<file path="src/rtl/uart_rate_ctrl_if.sv">
// Signal bundle between the board UART pin and the rate-control stage.
// The slave side is the receiver; the master side drives the RX line.
interface uart_rate_ctrl_if;
   logic       rx;
   logic [1:0] rate_control;
   logic [7:0] rx_data;
   logic       rx_valid;
   logic       frame_err;

   modport master (output rx, input rate_control, input rx_data, input rx_valid, input frame_err);
   modport slave  (input rx, output rate_control, output rx_data, output rx_valid, output frame_err);
endinterface

</file>
<file path="src/rtl/uart_rate_ctrl.sv">
// 8N1 UART receiver that decodes single-character ASCII commands into the
// divider's 2-bit rate select, and exposes each good byte with a valid strobe.
module uart_rate_ctrl #(
   parameter int unsigned CLOCKFREQ = 100_000_000,
   parameter int unsigned BAUDRATE  = 115200
) (
   input logic             clk,
   input logic             rst_n,
   uart_rate_ctrl_if.slave bus
);

   localparam int unsigned CLKS_PER_BIT = CLOCKFREQ / BAUDRATE;
   localparam int unsigned HALF_BIT     = CLKS_PER_BIT / 2;
   localparam int unsigned CNT_W        = ($clog2(CLKS_PER_BIT) > 10) ? $clog2(CLKS_PER_BIT) : 10;

   typedef enum logic [2:0] {
      IDLE, START, DATA, STOP, WAIT_HIGH
   } state_t;

   state_t             state, state_d;
   logic [CNT_W-1:0]   cnt, cnt_d;
   logic [2:0]         bit_cnt, bit_d;
   logic [7:0]         shift, shift_d;
   logic [7:0]         data_q, data_d;
   logic [1:0]         rate_q, rate_d;
   logic               valid_q, valid_d;
   logic               ferr_q, ferr_d;
   logic               rx_meta, rx_s;

   // Next rate select for a command byte; unknown bytes keep the current rate.
   function automatic logic [1:0] decode(input logic [7:0] b, input logic [1:0] cur);
      logic [1:0] r;
      r = cur;
      case (b)
         8'h30: r = 2'b00;
         8'h31: r = 2'b01;
         8'h32: r = 2'b10;
         8'h2B: r = (cur == 2'b00) ? 2'b01 : 2'b10;
         8'h2D: r = (cur == 2'b10) ? 2'b01 : 2'b00;
         default: r = cur;
      endcase
      return r;
   endfunction

   // Two-flop synchronizer; idles high so reset never looks like a start bit.
   always_ff @(posedge clk or negedge rst_n) begin
      if (!rst_n) begin
         rx_meta <= 1'b1;
         rx_s    <= 1'b1;
      end else begin
         rx_meta <= bus.rx;
         rx_s    <= rx_meta;
      end
   end

   always_ff @(posedge clk or negedge rst_n) begin
      if (!rst_n) begin
         state   <= IDLE;
         cnt     <= '0;
         bit_cnt <= '0;
         shift   <= '0;
         data_q  <= '0;
         rate_q  <= 2'b00;
         valid_q <= 1'b0;
         ferr_q  <= 1'b0;
      end else begin
         state   <= state_d;
         cnt     <= cnt_d;
         bit_cnt <= bit_d;
         shift   <= shift_d;
         data_q  <= data_d;
         rate_q  <= rate_d;
         valid_q <= valid_d;
         ferr_q  <= ferr_d;
      end
   end

   always_comb begin
      state_d = state;
      cnt_d   = cnt + CNT_W'(1);
      bit_d   = bit_cnt;
      shift_d = shift;
      data_d  = data_q;
      rate_d  = rate_q;
      valid_d = 1'b0;
      ferr_d  = 1'b0;

      case (state)
         IDLE: begin
            cnt_d = '0;
            if (!rx_s) state_d = START;
         end
         START: begin
            // Mid-start-bit recheck rejects short glitches.
            if (cnt == CNT_W'(HALF_BIT - 1)) begin
               cnt_d   = '0;
               bit_d   = 3'd0;
               state_d = rx_s ? IDLE : DATA;
            end
         end
         DATA: begin
            if (cnt == CNT_W'(CLKS_PER_BIT - 1)) begin
               cnt_d   = '0;
               shift_d = {rx_s, shift[7:1]};
               bit_d   = bit_cnt + 3'd1;
               if (bit_cnt == 3'd7) state_d = STOP;
            end
         end
         STOP: begin
            if (cnt == CNT_W'(CLKS_PER_BIT - 1)) begin
               cnt_d = '0;
               if (rx_s) begin
                  data_d  = shift;
                  valid_d = 1'b1;
                  rate_d  = decode(shift, rate_q);
                  state_d = IDLE;
               end else begin
                  ferr_d  = 1'b1;
                  state_d = WAIT_HIGH;
               end
            end
         end
         WAIT_HIGH: begin
            // A held-low line (break) must not be read as a stream of frames.
            cnt_d = '0;
            if (rx_s) state_d = IDLE;
         end
         default: begin
            cnt_d   = '0;
            state_d = IDLE;
         end
      endcase
   end

   assign bus.rate_control = rate_q;
   assign bus.rx_data      = data_q;
   assign bus.rx_valid     = valid_q;
   assign bus.frame_err    = ferr_q;

endmodule
</file>
<file path="src/flat_wrapper.sv">
// flat-port wrapper written by rule: the top's interface ports become plain ports
module uart_rate_ctrl_flat 
#(
   parameter int unsigned CLOCKFREQ = 100_000_000,
   parameter int unsigned BAUDRATE  = 115200
)
  (clk, rst_n, bus_rx, bus_rate_control, bus_rx_data, bus_rx_valid, bus_frame_err);
  uart_rate_ctrl_if bus_i ();
  input logic clk;
  input logic rst_n;
  input wire logic [$bits(bus_i.rx)-1:0] bus_rx;
  output wire logic [$bits(bus_i.rate_control)-1:0] bus_rate_control;
  output wire logic [$bits(bus_i.rx_data)-1:0] bus_rx_data;
  output wire logic [$bits(bus_i.rx_valid)-1:0] bus_rx_valid;
  output wire logic [$bits(bus_i.frame_err)-1:0] bus_frame_err;
  assign bus_i.rx = bus_rx;
  assign bus_rate_control = bus_i.rate_control;
  assign bus_rx_data = bus_i.rx_data;
  assign bus_rx_valid = bus_i.rx_valid;
  assign bus_frame_err = bus_i.frame_err;
  uart_rate_ctrl #(.CLOCKFREQ(CLOCKFREQ), .BAUDRATE(BAUDRATE)) u_core (.clk(clk), .rst_n(rst_n), .bus(bus_i));
endmodule
</file>
<file path="config.mk">
export PLATFORM = sky130hd
export DESIGN_NAME = uart_rate_ctrl_flat
export DESIGN_NICKNAME = d
export VERILOG_FILES = /design/src/rtl/uart_rate_ctrl_if.sv /design/src/rtl/uart_rate_ctrl.sv /design/src/flat_wrapper.sv
export SDC_FILE = /design/constraint.sdc
export NUM_CORES = 1
export LEC_CHECK = 0
export BUFFER_PORTS_ARGS = -buffer_cell sky130_fd_sc_hd__buf_2
export CAP_MARGIN = 20
export CORE_MARGIN = 2
export CORE_UTILIZATION = 46
export CTS_BUF_LIST = sky130_fd_sc_hd__clkbuf_2
export DETAILED_ROUTE_END_ITERATION = 16
export GPL_TIMING_DRIVEN = 0
export HOLD_SLACK_MARGIN = 0.15
export PLACE_DENSITY_LB_ADDON = 0.1
export SYNTH_ARGS = -nofsm -noshare
export SYNTH_HDL_FRONTEND = slang
export SYNTH_SLANG_ARGS = --single-unit
export TNS_END_PERCENT = 50
</file>
<file path="constraint.sdc">
create_clock -name clk -period 2.32 [get_ports clk]
set_input_delay 0.232 -clock clk [delete_from_list [all_inputs] [get_ports clk]]
set_output_delay 0.232 -clock clk [all_outputs]
set_load 0.005 [all_outputs]
</file>
==> flow_metrics.env <==
export IMPL_end_kind="register"
export IMPL_leakage_nw=1.02
export IMPL_crit_fanout=9
export IMPL_critical_path_cell_chain="ha_1, nand4bb_1, nor3_1, nand3_2, mux2_2"
export IMPL_fp_dieW_um=67.4
export IMPL_powerDensity_mw_per_mm2=568
export IMPL_start_util=0.470
export IMPL_root_buffer="clkbuf_2"
export IMPL_synthArstFlopShare=1.00
export IMPL_final_cell_mix="36 x dfrtp_1, 16 x mux2_2, 15 x nor2_1"
export IMPL_clk_pin_slew_ns=0.21
export IMPL_synthFlopType="dfrtp_1"
export IMPL_final_common_cell="dfrtp_1"
export IMPL_vias=1347
export IMPL_period_share=0.884
export IMPL_cts_buffers=5
export IMPL_grt_max_degree=39
export IMPL_overflow=0
export IMPL_cp_arrival_ns=2.37
export IMPL_ys_warn_count=0
export IMPL_wl_mm=3.58
export IMPL_synth_area_mm2=0.00185
export IMPL_ys_ff_latch=38
export IMPL_vias_per_cell=5.68
export IMPL_htreeDepth=2
export IMPL_hpwl_mm=2.55
export IMPL_critPathRequiredTime_ns=2.64
export IMPL_antenna_found_initial=0
export IMPL_fin_nets=193
export IMPL_first_pass_iters=4
export IMPL_seq_area_frac_synth=0.515
export IMPL_grt_usage=0.189
export IMPL_fin_crit_ns=2.05
export IMPL_fmax_mhz=487
export IMPL_coreArea_mm2=0.00394
export IMPL_dieHeight_um=67.4
export IMPL_drt_first_iter_violations=147
export IMPL_routedWlPerCell_um=15.1
export IMPL_place_area_mm2=0.00198
export IMPL_clock_skew_ns=0.0113
export IMPL_worstSetupPathType="register to register"
export IMPL_utilization=0.540
export IMPL_crit_path_start_kind="register"
export IMPL_pin_count=15
export IMPL_clock_latency_ns=0.40
export IMPL_syn_avg_cell_area_um2=11.6
export IMPL_io_buffers=14
export IMPL_grt_pass1_vias=1333
export IMPL_hp_class="register to register"
export IMPL_final_hold_viol_count=0
export IMPL_drv_slew=0
export IMPL_cpMaxStageDelayCell="dfrtp_1"
export IMPL_drive_above_1_share=0.278
export IMPL_num_rows=23
export IMPL_cap_viol_max_count=0
export IMPL_syn_nets=167
export IMPL_crit_family="simple AND/OR/NAND/NOR gates"
export IMPL_cts_tree="yes"
export IMPL_synth_edf_count=0
export IMPL_r2r_start="u_core.cnt[0]"
export IMPL_max_slew_margin=0.435
export IMPL_gp_congestion=0.837
export IMPL_cp_startpoint="u_core.cnt[0]"
export IMPL_syn2layout_area_growth_pct=15.1
export IMPL_holdWs_ns=0.371
export IMPL_synth_cells=160
export IMPL_cp_num_buf_inv=0
export IMPL_dieArea_mm2=0.00455
export IMPL_ir_drop_mv=0.607
export IMPL_synth_cell_types=45
export IMPL_worstHoldStart="u_core.rx_meta"
export IMPL_drc_errors=0
export IMPL_cts_sinks=38
export IMPL_num_antenna_cells=0
export IMPL_clk_path_buf_depth=2
export IMPL_antenna_left=0
export IMPL_rsz0062_at_grt="false"
export IMPL_setup_viol=0
export IMPL_grt_pass1_wl_mm=6.30
export IMPL_worst_slew_pin_slew_ns=0.847
export IMPL_max_stage_delay_ns=0.46
export IMPL_stdcell_area_mm2=0.00213
export IMPL_status="finished clean"
## timing repair
item                                   4_1_cts  5_1_grt
setup endpoints to repair                    2       14
endpoints found under the hold margin       37        0
pin swaps                                    1        1
buffers inserted                             2        1
gates cloned                                 0        0
hold buffers                                 2        0
gates resized for setup                      0        2
## per-stage QoR
stage / setup TNS (ns) / worst slack [ns] / cells / power, W
global placement: 0 / 0.00600 / 224 / 0.000695
CTS: 0 / 0.159 / 236 / 0.00123
global route: 0 / 0.121 / 237 / 0.00125
detailed placement: -0.192 / -0.0996 / 224 / 0.000696
floorplan: 0 / 0.318 / 160 / 0.000680
finish: 0 / 0.268 / 237 / 0.00121
## state kept, by name (all words and copies together), names as in the netlist
register / count
u_core.rx_meta: 1
u_core.cnt: 10
u_core.bus.frame_err: 1
u_core.bus.rx_valid: 1
u_core.shift: 8
u_core.state: 3
u_core.rx_s: 1
u_core.bus.rx_data: 8
u_core.bit_cnt: 3
u_core.bus.rate_control: 2
## synthesized netlist by cell type (all sizes together) (3+ instances only)
| library cell | instances | area share |
|---|---|---|
| dfrtp | 36 | 0.49 |
| mux2 | 18 | 0.11 |
| nor2 | 15 | 0.030 |
| nand2 | 7 | 0.014 |
| inv | 6 | 0.012 |
| nand3 | 6 | 0.016 |
| nand4 | 6 | 0.024 |
| xor2 | 6 | 0.028 |
| a21oi | 4 | 0.011 |
| a31oi | 4 | 0.014 |
| ha | 4 | 0.027 |
| xnor2 | 4 | 0.019 |
| clkbuf | 3 | 0.0061 |
| nor3 | 3 | 0.0081 |
## area by class of cell
class	count	area (µm²)
fillers	357	1810
flip-flops and latches	38	953
multi-input cells	112	863
repair buffers	19	113
clock inverters	3	68.8
well taps	50	62.6
clock buffers	5	25.0
plain buffers	4	22.5
inverters	6	22.5
## layer usage
layer  part of all wire  track usage  up-vias
met5                  0            0        -
met4              0.026       0.0893        0
met3              0.040       0.0517       10
met2               0.47        0.300       30
met1               0.47        0.241      668
li1                   -            -      639
## worst paths after layout
| check | end | depth (start not counted) | slack [ns] |
|---|---|---|---|
| worst max-delay path | u_core.shift[2] | 5 | 0.27 |
| worst min-delay path | u_core.rx_s | 0 | 0.37 |
| worst max register to register | u_core.shift[2] | 5 | 0.27 |
| worst min register to register | u_core.rx_s | 0 | 0.37 |
| max in group asynchronous | u_core.cnt[4] | 2 | 1.34 |
| min in group asynchronous | u_core.shift[6] | 2 | 0.44 |
## report_power, final
group / total [W] / switching [W] / internal (W)
sequential: 0.000669 / 0.00000221 / 0.000667
clock: 0.000526 / 0.000233 / 0.000292
combinational: 0.0000170 / 0.0000134 / 0.00000355
## cell families after synthesis
kind of cell / after synthesis / synth area share
xor+xnor: 10 / 0.0473
compound gates: 20 / 0.0757
simple gates: 60 / 0.201
fa+ha+maj: 4 / 0.0270
flops: 38 / 0.515
mux: 18 / 0.109
buf+inv: 10 / 0.0243
Power figures use the tool's default switching activity.
